### config.mk
export PLATFORM = sky130hd
export DESIGN_NAME = uart_rx_param
export DESIGN_NICKNAME = d
export VERILOG_FILES = /design/src/rtl/uart_rx_param.sv
export SDC_FILE = /design/constraint.sdc
export NUM_CORES = 1
export LEC_CHECK = 0
export ABC_AREA = 1
export CAP_MARGIN = 20
export CORE_MARGIN = 4
export CORE_UTILIZATION = 29
export CTS_CLUSTER_DIAMETER = 150
export DETAILED_ROUTE_END_ITERATION = 8
export HOLD_SLACK_MARGIN = 0.15
export PLACE_DENSITY = 0.49
export SLEW_MARGIN = 20
export SYNTH_ARGS = -nofsm -noshare
export SYNTH_HDL_FRONTEND = slang
export SYNTH_SLANG_ARGS = --single-unit
### constraint.sdc
create_clock -name clk -period 5.52 [get_ports clk]
set_input_delay 0.552 -clock clk [delete_from_list [all_inputs] [get_ports clk]]
set_output_delay 0.552 -clock clk [all_outputs]
set_load 0.01 [all_outputs]
### src/rtl/uart_rx_param.sv
// Mid-bit sampling UART receiver with parity/framing checks and show-ahead RX FIFO; define
// UART_RX_MAJORITY_EN for 2-of-3 voting around mid-bit. Frames that arrive while the FIFO is full are dropped and flagged.
`timescale 1ns/1ps
module uart_rx_param #(
  parameter int DATA_W       = 8,
  parameter int CLKS_PER_BIT = 5208,
  parameter int PARITY_MODE  = 1,
  parameter int STOP_BITS    = 1,
  parameter int FIFO_DEPTH   = 4
) (
  input  logic                          clk,
  input  logic                          reset,
  input  logic                          serial_rx,
  input  logic                          rd_en,
  input  logic                          clear_err,
  output logic [DATA_W-1:0]             rx_data,
  output logic                          rx_valid,
  output logic                          parity_err,
  output logic                          frame_err,
  output logic                          overrun,
  output logic [$clog2(FIFO_DEPTH):0]   fifo_count
);

  localparam int CNT_W = $clog2(CLKS_PER_BIT);
  localparam int PTR_W = $clog2(FIFO_DEPTH);
  localparam int ENT_W = DATA_W + 2;
`ifdef UART_RX_MAJORITY_EN
  localparam int MID_T = CLKS_PER_BIT / 2;
`else
  localparam int MID_T = CLKS_PER_BIT / 2 - 1;
`endif
  localparam logic [CNT_W-1:0] MID_C     = CNT_W'(MID_T);
  localparam logic [CNT_W-1:0] BIT_C     = CNT_W'(CLKS_PER_BIT - 1);
  localparam logic [3:0]       DATA_LAST = 4'(DATA_W - 1);
  localparam logic [3:0]       STOP_LAST = 4'(STOP_BITS - 1);
  localparam logic [PTR_W:0]   FULL_C    = (PTR_W+1)'(FIFO_DEPTH);

  typedef enum logic [2:0] {
    S_IDLE, S_START, S_DATA, S_PARITY, S_STOP, S_WAIT_HIGH
  } state_e;

  state_e             state_q, state_d;
  logic               meta_q, rxs_q;
  logic [CNT_W-1:0]   cnt_q, cnt_d;
  logic [3:0]         bcnt_q, bcnt_d;
  logic [DATA_W-1:0]  shreg_q, shreg_d;
  logic               perr_q, perr_d;
  logic               ferr_q, ferr_d;
  logic               push;
  logic               smp;
  logic [ENT_W-1:0]   entry;

  always_ff @(posedge clk or negedge reset) begin
    if (!reset) begin
      meta_q <= 1'b1;
      rxs_q  <= 1'b1;
    end else begin
      meta_q <= serial_rx;
      rxs_q  <= meta_q;
    end
  end

`ifdef UART_RX_MAJORITY_EN
  // hist_q[0] holds the mid sample and hist_q[1] mid-1 when the decision is taken at mid+1.
  logic [1:0] hist_q;
  always_ff @(posedge clk or negedge reset) begin
    if (!reset) hist_q <= 2'b11;
    else        hist_q <= {hist_q[0], rxs_q};
  end
  assign smp = (hist_q[1] & hist_q[0]) | (hist_q[1] & rxs_q) | (hist_q[0] & rxs_q);
`else
  assign smp = rxs_q;
`endif

  always_ff @(posedge clk or negedge reset) begin
    if (!reset) begin
      state_q <= S_IDLE;
      cnt_q   <= '0;
      bcnt_q  <= '0;
      shreg_q <= '0;
      perr_q  <= 1'b0;
      ferr_q  <= 1'b0;
    end else begin
      state_q <= state_d;
      cnt_q   <= cnt_d;
      bcnt_q  <= bcnt_d;
      shreg_q <= shreg_d;
      perr_q  <= perr_d;
      ferr_q  <= ferr_d;
    end
  end

  always_comb begin
    state_d = state_q;
    cnt_d   = cnt_q + 1'b1;
    bcnt_d  = bcnt_q;
    shreg_d = shreg_q;
    perr_d  = perr_q;
    ferr_d  = ferr_q;
    push    = 1'b0;
    case (state_q)
      S_IDLE: begin
        cnt_d = '0;
        if (!rxs_q) begin
          state_d = S_START;
          bcnt_d  = '0;
          perr_d  = 1'b0;
          ferr_d  = 1'b0;
        end
      end
      S_START: begin
        if (cnt_q == MID_C) begin
          cnt_d   = '0;
          state_d = smp ? S_IDLE : S_DATA;
        end
      end
      S_DATA: begin
        if (cnt_q == BIT_C) begin
          cnt_d   = '0;
          shreg_d = {smp, shreg_q[DATA_W-1:1]};
          bcnt_d  = bcnt_q + 4'd1;
          if (bcnt_q == DATA_LAST) begin
            bcnt_d  = '0;
            state_d = (PARITY_MODE == 0) ? S_STOP : S_PARITY;
          end
        end
      end
      S_PARITY: begin
        if (cnt_q == BIT_C) begin
          cnt_d   = '0;
          perr_d  = (PARITY_MODE == 2) ? ~(^shreg_q ^ smp) : (^shreg_q ^ smp);
          state_d = S_STOP;
        end
      end
      S_STOP: begin
        if (cnt_q == BIT_C) begin
          cnt_d  = '0;
          bcnt_d = bcnt_q + 4'd1;
          if (!smp) ferr_d = 1'b1;
          // Leaving at mid-stop lets the next start edge be caught without slip.
          if (bcnt_q == STOP_LAST) begin
            push    = 1'b1;
            bcnt_d  = '0;
            state_d = smp ? S_IDLE : S_WAIT_HIGH;
          end
        end
      end
      S_WAIT_HIGH: begin
        cnt_d = '0;
        if (rxs_q) state_d = S_IDLE;
      end
      default: state_d = S_IDLE;
    endcase
  end

  assign entry = {ferr_d, perr_q, shreg_q};

  logic [ENT_W-1:0] mem_q [FIFO_DEPTH];
  logic [PTR_W-1:0] wr_ptr_q, rd_ptr_q;
  logic [PTR_W:0]   fcnt_q, fcnt_d;
  logic             ovr_q, ovr_d;
  logic             do_push, do_pop, drop, full;
  logic [ENT_W-1:0] head;

  assign full    = (fcnt_q == FULL_C);
  assign do_pop  = rd_en && (fcnt_q != '0);
  assign do_push = push && (!full || do_pop);
  assign drop    = push && full && !do_pop;

  always_comb begin
    fcnt_d = fcnt_q;
    case ({do_push, do_pop})
      2'b10:   fcnt_d = fcnt_q + 1'b1;
      2'b01:   fcnt_d = fcnt_q - 1'b1;
      default: fcnt_d = fcnt_q;
    endcase
    ovr_d = ovr_q;
    if (drop)           ovr_d = 1'b1;
    else if (clear_err) ovr_d = 1'b0;
  end

  always_ff @(posedge clk or negedge reset) begin
    if (!reset) begin
      wr_ptr_q <= '0;
      rd_ptr_q <= '0;
      fcnt_q   <= '0;
      ovr_q    <= 1'b0;
    end else begin
      if (do_push) wr_ptr_q <= wr_ptr_q + 1'b1;
      if (do_pop)  rd_ptr_q <= rd_ptr_q + 1'b1;
      fcnt_q <= fcnt_d;
      ovr_q  <= ovr_d;
    end
  end

  // Storage is not reset; outputs are gated by occupancy so stale entries never show.
  always_ff @(posedge clk) begin
    if (do_push) mem_q[wr_ptr_q] <= entry;
  end

  assign head       = mem_q[rd_ptr_q];
  assign rx_valid   = (fcnt_q != '0);
  assign rx_data    = rx_valid ? head[DATA_W-1:0] : '0;
  assign parity_err = rx_valid & head[DATA_W];
  assign frame_err  = rx_valid & head[DATA_W+1];
  assign overrun    = ovr_q;
  assign fifo_count = fcnt_q;

endmodule

======== Yosys cells after proc, flatten, opt, wreduce, memory -nomap -nowiden ========
Memories as Yosys holds them, arrays and structs flattened.
Cells that the tools add are included.
storage, ports and cells
  register bits ........................... 40
  bits in writable memories ............... 40
  input port bits ......................... 5
  output and inout port bits .............. 15
  memories kept ........................... 1
cells by class
  $add $sub $neg .......................... 6
  equality and inequality tests ........... 19
  multiplexer cells ....................... 36
  bitwise operators ....................... 3
  reductions and logical operators ........ 21
memories
  memory  depth  bits a word  rd ports  clocked after memory_dff  write ports  RTL line  text
  mem_q   4      10           1         0                         1            158       logic [ENT_W-1:0] mem_q [FIFO_DEPTH];
operators by type and width
  kind                   count
  $pmux 13 s3            1
  $mux 3                 9
  $mux 13                2
  $mux 4                 5
  $pmux 3 s6             1
  $ne 2x2->1 const B     8
  $add 13x1->13 const B  1
  $eq 13x12->1 const B   1
  $eq 13x13->1 const B   1
  $mux 1                 12
  $pmux 4 s3             1
  $eq 3x3->1 const B     3
  $mux 8                 1
  $reduce_and 8->1       1
  $reduce_xor 8->1       1
  $eq 3x2->1 const B     2
  $pmux 3 s2             1
  $reduce_bool 2->1      3
  $reduce_bool 3->1      2
  $add 2x1->2 const B    2
  $add 4x1->4 const B    1
  $eq 4x3->1 const B     1
  $logic_and 1x1->1      4
  $logic_not 4->1        1
  other kinds (17)       20

======== Logic depth before layout (Yosys ltp) ========
Gate-level depths: netlist of the first run.
  word-level depth ........................ 7
  depth in mapped cells ................... 13
  depth with buffers taken out ............ 13

======== Worst setup path before layout of the first run ========
OpenSTA, ideal clock, no wires.
  path kind ............................... register to register
  from .................................... reg bcnt_q[0]
  to ...................................... mem mem_q[0][0] (netlist bit) (enable)
  data arrival time ....................... 1.768 ns
  data required time ...................... 5.144 ns
  path slack .............................. 3.376 ns
  cell stages (with the launch flop) ...... 8
  period minus slack after synthesis ...... 2.144 ns
  path through ............................ dfrtp_1 -> inv_1 -> ha_1 -> nor3b_2 -> nand4_2 -> nor2_2 -> inv_1 -> nor2_1
between the ends
  longest elaborated chain between the ends .. 7
RTL lines
  item                          RTL line  text
  start, declared               45        logic [3:0] bcnt_q, bcnt_d;
  start signal, assigned        86        bcnt_q <= bcnt_d;
  $logic_not 4->1               141       if (bcnt_q == STOP_LAST) begin
  $mux 1                        141
  $mux 1                        136       if (cnt_q == BIT_C) begin
  $mux 1                        101       case (state_q)
  $logic_and 1x1->1             167       assign do_push = push && (!full || do_pop);
  $mux 1                        198       if (do_push) mem_q[wr_ptr_q] <= entry;
  $mux 1 (implied by the code)  198
  end, declared                 158
No other way between the ends.

======== Final worst setup path of the first run ========
  from .................................... reg rd_ptr_q[0]
  to ...................................... out rx_data[5]
between the ends
  longest elaborated chain between the ends .. 2
RTL lines
  item                    RTL line  text
  start, declared         159       logic [PTR_W-1:0] wr_ptr_q, rd_ptr_q;
  start signal, assigned  190       if (do_pop) rd_ptr_q <= rd_ptr_q + 1'b1;
  $mem_v2 4x10            n/a
  $mux 8                  203       assign rx_data = rx_valid ? head[DATA_W-1:0] : '0;
  end, declared           16        output logic [DATA_W-1:0] rx_data,
No other way between the ends.

==> flow_summary.ini, run 1 <==
[grt]
pin_count_of_the_biggest_net_entering_global_routing = 41
first_global_vias = 2633
global_route_wire_length_before_repair_um = 13200
globalRoute.totalOverflow = 0
globalRouteTotalUtil_pct = 11.3
initial_antenna_violation_count = 0

[placement]
dp.cells = 575
place.port_buffers = 19
hpwl_um = 5410
gp_congestion = 0.795

[worst_setup_path]
timing.critical_path.buf_inv = 2
r2r.worst_path.cells = 7
crit_path_start = rd_ptr_q[0]
cp-endpoint = rx_data[5]
reg2reg_from = bcnt_q[0]
capturing_point_of_the_worst_reg2reg_path = mem_q[3][6]
r2r_setup_slack_ns = 2.76
cp_max_fo = 22
arrival_ns = 2.50
path_cells = inv_1, o21ai_0, a21oi_1, clkdlybuf4s50_1
critical-path-slowest-cell = sky130_fd_sc_hd__dfrtp_1
path_depth = 4
crit_type = reg -> out
dominant_delay_contributor_by_cell_family_on_the_critical_path = buffers and inverters
crit_required_ns = 4.97
endpoint_kind = primary output
max_stage_delay_ns = 0.77
setup.worst_path.start_class = register

[clock_network]
worst_setup_hold_path_clk_slew_ns = 0.06
post_cts_hold_buffer_count = 0
cts_num_sinks = 80
clockBufferDepth = 2
post_cts_buffers = 0
cts-resized-gates = 0
cts-root-buf = sky130_fd_sc_hd__clkbuf_16
cts_tree = done
htree_levels = 3
cts_made_buffers = 9
worstSkewPairLatency_ns = 0.33

[yosys]
synth.lib_cells_used.distinct = 40
post_syn_area_per_cell_sq_um = 9.74
synth-seq-cells = 80
synth_sequential_area_ratio_pct = 57.8
netlist_instances = 392
synthDominantCellAreaShare_pct = 31.5
postSynthNetCount = 405
synth_warnings = 0
ys_top_cells_by_area = sky130_fd_sc_hd__edfxtp_1 (31%), sky130_fd_sc_hd__dfrtp_1 (25%), sky130_fd_sc_hd__nor2_1 (6.8%)
mappedNetlistArea_sq_um = 3820
synth_area_leader_cell = sky130_fd_sc_hd__edfxtp_1

[route]
detail_route.iter0.violations = 140
vias_per_cell = 4.53
wire_length_per_cell_after_detailed_routing_um = 13.4
routed-wl-met2_um = 3740
detail_route.wirelength_um = 7910
num_vias = 2677
drtAntennaViolNets = 0
detail_route.drc_violations = 0
wl_met3_um = 242
route.layer.met1.wl_um = 3820
drt-pass1-iter-count = 4
highest-signal-layer = met4

[pwr]
power.share.switching_pct = 28.7
power.sequential.fraction_pct = 40.4
internal_power_uw = 1230
netSwitchingPower_uw = 492
power_density_nw_per_um2 = 382
power.combinational.fraction_pct = 22.6
static-leakage-power_uw = 0.00176
ir_worst_vdd_uv = 150
power_frac_clock_pct = 37.0

[timing]
slew_at_the_pin_closest_to_its_max_slew_limit_ns = 1.08
slew_viol_final = 0
grt_setup_unrepaired = false
post-route-period-util_pct = 55.3
setup_viol = 0
fmax_mhz = 328
total_negative_slack_for_setup_checks_ns = 0
hold_viol_final = 0
relSlewSlack_pct = 27.8
clock-skew-final_ns = 0.00631
timing.final.crit_period_ns = 3.05

[finish]
layout.nets = 427
layout_commonest_cell = sky130_fd_sc_hd__nor2_1
n_antenna_cell = 0
multiInputGateArea_sq_um = 1410
layout.cells.non_filler = 591
synthToLayoutAreaGrowth_pct = 17.9
layout.core_utilization_pct = 35.2
n_fill_cell = 1269
drive_above_1_share_pct = 10.7
final_cell_mix = sky130_fd_sc_hd__nor2_1 (69), sky130_fd_sc_hd__nand2_1 (55), sky130_fd_sc_hd__edfxtp_1 (40)
seqCellArea_sq_um = 2200

[floorplanning]
width_of_the_die_um = 123
die-height_um = 123
floorplan.io_pins = 20
core_area_sq_um = 12800
std_cell_rows = 41
design.die.area_sq_um = 15100
initial_core_utilization_pct = 29.9

[min_path]
holdCritPathClass = reg -> reg

[job]
maxCapViolations = 0

[outcome]
run_status = finished clean
metrics by stage:
step	hold slack (ns)	total power, uW	cell area [sq um]	setup WS, ns
floorplan	0.256	904	3820	3.38
global placement	0.366	1090	4180	2.61
detailed placement	0.363	1100	4180	2.56
CTS	0.370	1750	4500	2.41
global route	0.371	1830	4500	2.18
finish	0.370	1720	4500	2.47
state kept, by name, indices dropped and copies added (netlist names):
name        cells
fifo_count      3
ferr_q          1
wr_ptr_q        2
mem_q          40
rd_ptr_q        2
overrun         1
cnt_q          13
state_q         3
perr_q          1
meta_q          1
shreg_q         8
rxs_q           1
bcnt_q          4
worst reg2reg max path: stages (launching register included):
cell and delay, ns:
sky130_fd_sc_hd__dfrtp_1 0.41, sky130_fd_sc_hd__inv_1 0.08, sky130_fd_sc_hd__ha_1 0.13, sky130_fd_sc_hd__nor3b_2 0.34, sky130_fd_sc_hd__nand4_2 0.23, sky130_fd_sc_hd__nor2_2 0.24
sky130_fd_sc_hd__inv_1 0.12, sky130_fd_sc_hd__nor2_1 0.82
synthesized netlist by cell type, drive strengths merged:
library cell / number
nor3: 4
clkinv: 3
o22ai: 3
ha: 7
fa: 1
dfstp: 2
a21boi: 1
and2: 1
o211ai: 1
xor2: 13
edfxtp: 40
dfrtp: 38
nand3: 16
mux2: 7
o31ai: 2
buf: 4
a2bb2oi: 1
nand2: 59
nor2: 73
nand4: 3
nor4: 1
a21oi: 26
inv: 42
o21ai: 34
clkbuf: 4
nor3b: 1
xnor2: 5
layout make-up:
cell class	count	share of cell area, %
sequential	80	49.0
multi-input combinational	259	31.2
clock buffer	10	5.09
tap	172	4.78
timing repair buffer	19	4.11
inverter	45	3.78
clock inverter	6	2.03
metal layers:
layer / vias up / GRT usage (%)
met1: 1292 / 15.1
met5: - / 0
met3: 10 / 2.67
met2: 39 / 18.0
met4: 0 / 3.71
li1: 1336 / -
how the worst min path moves through the flow:
stage	start	endpoint	slack, ns	cells after the start
after detailed placement	meta_q	rxs_q	0.36	0
after floorplan	reset	bcnt_q[0]	0.26	0
after global placement	meta_q	rxs_q	0.37	0
final	meta_q	rxs_q	0.37	0
after CTS	meta_q	rxs_q	0.37	0
after global routing	meta_q	rxs_q	0.37	0
power by group through the flow:
| stage | Clock, uW | Combinational, uW | Sequential (uW) |
|---|---|---|---|
| final | 636 | 388 | 694 |
| after global routing | 682 | 441 | 703 |
| after CTS | 656 | 396 | 695 |
| after detailed placement | 0 | 395 | 706 |
| after global placement | 0 | 384 | 705 |
| after floorplan | 0 | 228 | 676 |
logic make-up after synthesis:
family                   Yosys count  share of synthesized area [%]
buffers and inverters             53                           5.41
adder cells (fa/ha/maj)            8                           2.82
AO/OA/AOI/OAI                     68                           9.96
flip-flops                        80                           57.8
multiplexers                       7                           2.07
AND/OR/NAND/NOR                  158                           17.9
XOR/XNOR                          18                           4.13
(Power assumes the default switching activity.)
==> run 2: changes to the inputs <==
==> constraint.sdc (replaced) <==
create_clock -name clk -period 3 [get_ports clk]
set_input_delay 0.3 -clock clk [delete_from_list [all_inputs] [get_ports clk]]
set_output_delay 0.3 -clock clk [all_outputs]
set_load 0.01 [all_outputs]
==> run 2 against run 1 <==
Sequential share of layout area is 0.31 points lower. Non-clock buffer count up 6. Worst setup slack got worse by 2.1 ns. Die area stayed put. Largest cell class unchanged.
==> flow_summary.ini, run 2 (synthesized netlist as in run 1, its figures left out) <==
[placement]
hpwl_um = 5180
place.port_buffers = 19
gp_congestion = 0.755

[outcome]
run_status = finished clean

[timing]
clock-skew-final_ns = 0.00941
slew_viol_final = 0
grt_setup_unrepaired = false
hold_viol_final = 0
relSlewSlack_pct = 38.2
post-route-period-util_pct = 87.9
total_negative_slack_for_setup_checks_ns = 0
fmax_mhz = 379
slew_at_the_pin_closest_to_its_max_slew_limit_ns = 0.928
timing.final.crit_period_ns = 2.64
setup_viol = 0

[pwr]
netSwitchingPower_uw = 919
power.sequential.fraction_pct = 39.8
internal_power_uw = 2190
static-leakage-power_uw = 0.00179
power_density_nw_per_um2 = 686
totalPowerFinal_uw = 3110
power_frac_clock_pct = 35.8
power.share.switching_pct = 29.6
ir_worst_vdd_uv = 240
power.combinational.fraction_pct = 24.4

[finish]
final_cell_mix = sky130_fd_sc_hd__nor2_1 (69), sky130_fd_sc_hd__nand2_1 (55), sky130_fd_sc_hd__edfxtp_1 (40)
n_antenna_cell = 0
synthToLayoutAreaGrowth_pct = 18.7
largest_register_ffs = 40
layout_commonest_cell = sky130_fd_sc_hd__nor2_1
layout.nets = 433
drive_above_1_share_pct = 11.8
registers.top_by_ff_count = mem_q
top_registers = mem_q: 40 flops, cnt_q: 13 flops, shreg_q: 8 flops

[grt]
initial_antenna_violation_count = 0
globalRouteTotalUtil_pct = 11.1
globalRoute.totalOverflow = 0
global_route_wire_length_before_repair_um = 13000
first_global_vias = 2660
pin_count_of_the_biggest_net_entering_global_routing = 41

[route]
drtAntennaViolNets = 0
vias_per_cell = 4.42
num_vias = 2637
detail_route.drc_violations = 0
detail_route.wirelength_um = 7560
drt-pass1-iter-count = 4
detail_route.iter0.violations = 148
wire_length_per_cell_after_detailed_routing_um = 12.7

[min_path]
whs_path_depth = 0
holdCritPathClass = reg -> reg
hold_start = meta_q
worstHoldEndpoint = rxs_q

[clock_network]
cts_num_sinks = 80
post_cts_buffers = 0
clockBufferDepth = 2
post_cts_hold_buffer_count = 1
worstSkewPairLatency_ns = 0.34
cts_tree = done
htree_levels = 3
worst_setup_hold_path_clk_slew_ns = 0.06
cts-root-buf = sky130_fd_sc_hd__clkbuf_16
cts-resized-gates = 0
cts_made_buffers = 9

[floorplanning]
core_area_sq_um = 12800
die-height_um = 123
floorplan.io_pins = 20
width_of_the_die_um = 123
std_cell_rows = 41
design.die.area_sq_um = 15100
initial_core_utilization_pct = 29.9

[worst_setup_path]
critical-path-slowest-cell = sky130_fd_sc_hd__dfrtp_1
dominant_delay_contributor_by_cell_family_on_the_critical_path = buffers and inverters
path_depth = 5
crit_required_ns = 2.70
reg2reg_from = bcnt_q[0]
r2r.worst_path.cells = 8
arrival_ns = 2.34
r2r_setup_slack_ns = 0.78
capturing_point_of_the_worst_reg2reg_path = mem_q[1][0]
timing.critical_path.buf_inv = 2
setup.worst_path.start_class = register
cp_max_fo = 12
max_stage_delay_ns = 0.59
crit_type = reg -> out
path_cells = clkinv_1, nor2_1, o21ai_0, a21oi_1, clkdlybuf4s50_1
endpoint_kind = primary output

[job]
maxCapViolations = 0
## run 2: worst max path at each step
stage	start	end	slack [ns]
after floorplan	bcnt_q[0]	mem_q[0][0]	0.86
after global placement	rd_ptr_q[1]	rx_data[6]	0.75
after detailed placement	rd_ptr_q[1]	rx_data[3]	0.67
after CTS	rd_ptr_q[1]	rx_data[3]	0.30
after global routing	rd_ptr_q[1]	rx_data[3]	0.12
final	rd_ptr_q[1]	rx_data[3]	0.36
## run 2: stage by stage
stage | hold slack [ns] | worst slack (ns) | cells | utilization, % | area (sq um)
after CTS | 0.356 | 0.295 | 597 | 35.5 | 4530
after global placement | 0.349 | 0.746 | 580 | 33.0 | 4220
final | 0.363 | 0.363 | 597 | 35.5 | 4530
after detailed placement | 0.353 | 0.670 | 580 | 33.0 | 4220
after global routing | 0.369 | 0.120 | 597 | 35.5 | 4530
after floorplan | 0.00441 | 0.856 | 392 | - | 3820
## run 2: final cells by class
type / count / area [sq um]
Fill cell: 1286 / 8240
Sequential cell: 80 / 2200
Multi-Input combinational cell: 259 / 1410
Timing Repair Buffer: 25 / 233
Clock buffer: 9 / 225
Tap cell: 172 / 215
Inverter: 45 / 170
Clock inverter: 7 / 76.3
## run 2: per-layer routing
layer  vias to the layer above  part of all wire, %  GRT usage (%)
li1                       1351                    -              -
met1                      1246                   48           14.1
met2                        31                   48           17.9
met3                         9                  2.6           2.44
met4                         0                  1.6           5.60
met5                         -                    0              0
## run 2: power by group through the flow
stage	Clock, uW	Combinational [uW]	Sequential [uW]
floorplan	0	419	1240
global placement	0	767	1260
detailed placement	0	775	1260
CTS	1140	779	1240
global route	1190	860	1240
finish	1110	759	1240
==> run 3: changes to the inputs <==
--- a/config.mk
+++ b/config.mk
@@ -7,12 +7,12 @@
 export LEC_CHECK = 0
 export ABC_AREA = 1
 export CAP_MARGIN = 20
-export CORE_MARGIN = 4
-export CORE_UTILIZATION = 29
+export CORE_UTILIZATION = 26
 export CTS_CLUSTER_DIAMETER = 150
+export CTS_CLUSTER_SIZE = 12
 export DETAILED_ROUTE_END_ITERATION = 8
 export HOLD_SLACK_MARGIN = 0.15
-export PLACE_DENSITY = 0.49
+export PLACE_DENSITY = 0.46
 export SLEW_MARGIN = 20
 export SYNTH_ARGS = -nofsm -noshare
 export SYNTH_HDL_FRONTEND = slang
==> run 3 against run 2 <==
Register-to-register slack better by 0.06 ns. Critical path depth is 1 lower. Sequential power about the same. Largest power group unchanged. Via count increased by 1.1%. Cell area decreased by 0.30%. Cell count grew 1.2%. Largest cell class unchanged. Power decreased by 2.4%. Sequential share of layout area up 0.15 points.
==> flow_summary.ini, run 3 (synthesized netlist as in run 1, its figures left out) <==
[outcome]
run_status = finished clean

[timing]
setup_viol = 0
post-route-period-util_pct = 88.0
slew_viol_final = 0
hold_viol_final = 0
fmax_mhz = 379
grt_setup_unrepaired = false
slew_at_the_pin_closest_to_its_max_slew_limit_ns = 0.950
relSlewSlack_pct = 36.6
postLayoutSetupSlackWorst_ns = 0.361
final.hold.worst_slack_ns = 0.117
clock-skew-final_ns = 0.00651
total_negative_slack_for_setup_checks_ns = 0
timing.final.crit_period_ns = 2.64

[placement]
gp_congestion = 0.761
place.port_buffers = 19
hpwl_um = 5350
preCtsSetupSlack_ns = 0.694

[finish]
final_cell_mix = sky130_fd_sc_hd__nor2_1 (69), sky130_fd_sc_hd__nand2_1 (55), sky130_fd_sc_hd__edfxtp_1 (40)
layout_commonest_cell = sky130_fd_sc_hd__nor2_1
n_antenna_cell = 0
drive_above_1_share_pct = 12.0
largest_register_ffs = 40
registers.top_by_ff_count = mem_q
layout.nets = 432
top_registers = mem_q: 40 flops, cnt_q: 13 flops, shreg_q: 8 flops
layout.core_utilization_pct = 32.0
synthToLayoutAreaGrowth_pct = 18.3

[clock_network]
clockBufferDepth = 2
cts_made_buffers = 9
cts-resized-gates = 0
cts-root-buf = sky130_fd_sc_hd__clkbuf_16
cts_tree = done
worstSkewPairLatency_ns = 0.33
worst_setup_hold_path_clk_slew_ns = 0.06
post_cts_buffers = 0
htree_levels = 3
post_cts_hold_buffer_count = 0
cts_num_sinks = 80

[floorplanning]
core_area_sq_um = 14100
initial_core_utilization_pct = 27.1
floorplan.io_pins = 20
std_cell_rows = 43
design.die.area_sq_um = 15200
die-height_um = 123
width_of_the_die_um = 123

[grt]
first_global_vias = 2585
global_route_wire_length_before_repair_um = 13100
pin_count_of_the_biggest_net_entering_global_routing = 41
initial_antenna_violation_count = 0
globalRouteTotalUtil_pct = 11.4
globalRoute.totalOverflow = 0

[pwr]
totalPowerFinal_uw = 3030
static-leakage-power_uw = 0.00178
power.combinational.fraction_pct = 24.4
netSwitchingPower_uw = 907
power.share.switching_pct = 29.9
power_frac_clock_pct = 34.2
power.sequential.fraction_pct = 41.4
power_density_nw_per_um2 = 671
ir_worst_vdd_uv = 292
internal_power_uw = 2130

[worst_setup_path]
r2r.worst_path.cells = 8
path_cells = inv_1, o21ai_0, a21oi_1, clkdlybuf4s50_1
capturing_point_of_the_worst_reg2reg_path = mem_q[2][1]
crit_type = reg -> out
endpoint_kind = primary output
setup.worst_path.start_class = register
max_stage_delay_ns = 0.56
reg2reg_from = bcnt_q[0]
arrival_ns = 2.34
crit_required_ns = 2.70
cp_max_fo = 21
r2r_setup_slack_ns = 0.84
critical-path-slowest-cell = sky130_fd_sc_hd__clkdlybuf4s50_1

[min_path]
holdCritPathClass = in -> async

[route]
vias_per_cell = 4.41
detail_route.drc_violations = 0
num_vias = 2665
detail_route.wirelength_um = 7600
drtAntennaViolNets = 0
wire_length_per_cell_after_detailed_routing_um = 12.6
detail_route.iter0.violations = 146
drt-pass1-iter-count = 6

[job]
maxCapViolations = 0
## run 3: changes by cell type in the layout (fill, tap and decap cells not counted)
cell	delta
sky130_fd_sc_hd__dlygate4sd3_1	-1
sky130_fd_sc_hd__inv_6	+1
sky130_fd_sc_hd__clkbuf_8	+1
sky130_fd_sc_hd__clkinv_4	+1
sky130_fd_sc_hd__clkinv_1	-1
sky130_fd_sc_hd__inv_8	-1
sky130_fd_sc_hd__bufinv_16	-1
## run 3: area by class of cell
| cell class | count | area (sq um) |
|---|---|---|
| timing repair buffer | 24 | 223 |
| sequential | 80 | 2200 |
| clock inverter | 6 | 48.8 |
| multi-input combinational | 259 | 1410 |
| tap | 180 | 225 |
| clock buffer | 10 | 239 |
| inverter | 45 | 170 |
| fill | 1473 | 9580 |
## run 3: layer usage
layer  global-route usage, %  part of all wire [%]  up-vias  routed length [um]
met2                    18.3                    47       40                3580
met3                    2.81                   3.1       10                 234
met1                    14.5                    48     1260                3660
met5                       0                     0        -                   0
met4                    4.97                   1.7        0                 131
li1                        -                     -     1355                   -
## run 3: power groups by stage
stage                     clock [uW]  combinational [uW]  sequential [uW]
after floorplan                    0                 419             1240
after global placement             0                 746             1280
after detailed placement           0                 756             1270
after CTS                       1080                 758             1250
after global routing            1120                 847             1260
final                           1040                 740             1260
## run 3: worst max path at each step
stage | to | cells after the start | start | slack (ns)
after floorplan | mem_q[0][0] | 7 | bcnt_q[0] | 0.86
after global placement | rx_data[7] | 4 | rd_ptr_q[0] | 0.70
after detailed placement | rx_data[7] | 4 | rd_ptr_q[0] | 0.69
after CTS | rx_data[7] | 4 | rd_ptr_q[0] | 0.32
after global routing | rx_data[5] | 5 | rd_ptr_q[1] | 0.17
final | rx_data[7] | 4 | rd_ptr_q[0] | 0.36
## run 3: worst max-delay path, delay by kind of cell, from the launching register on
family | cells | cell delay, ns
AO/OA/AOI/OAI | 2 | 0.42
buffers and inverters | 2 | 1.06
flip-flops | 1 | 0.52
## run 3: through the flow
stage	cell area, sq um	cells
floorplan	3820	392
global placement	4230	588
detailed placement	4230	588
CTS	4520	604
global route	4520	604
finish	4520	604
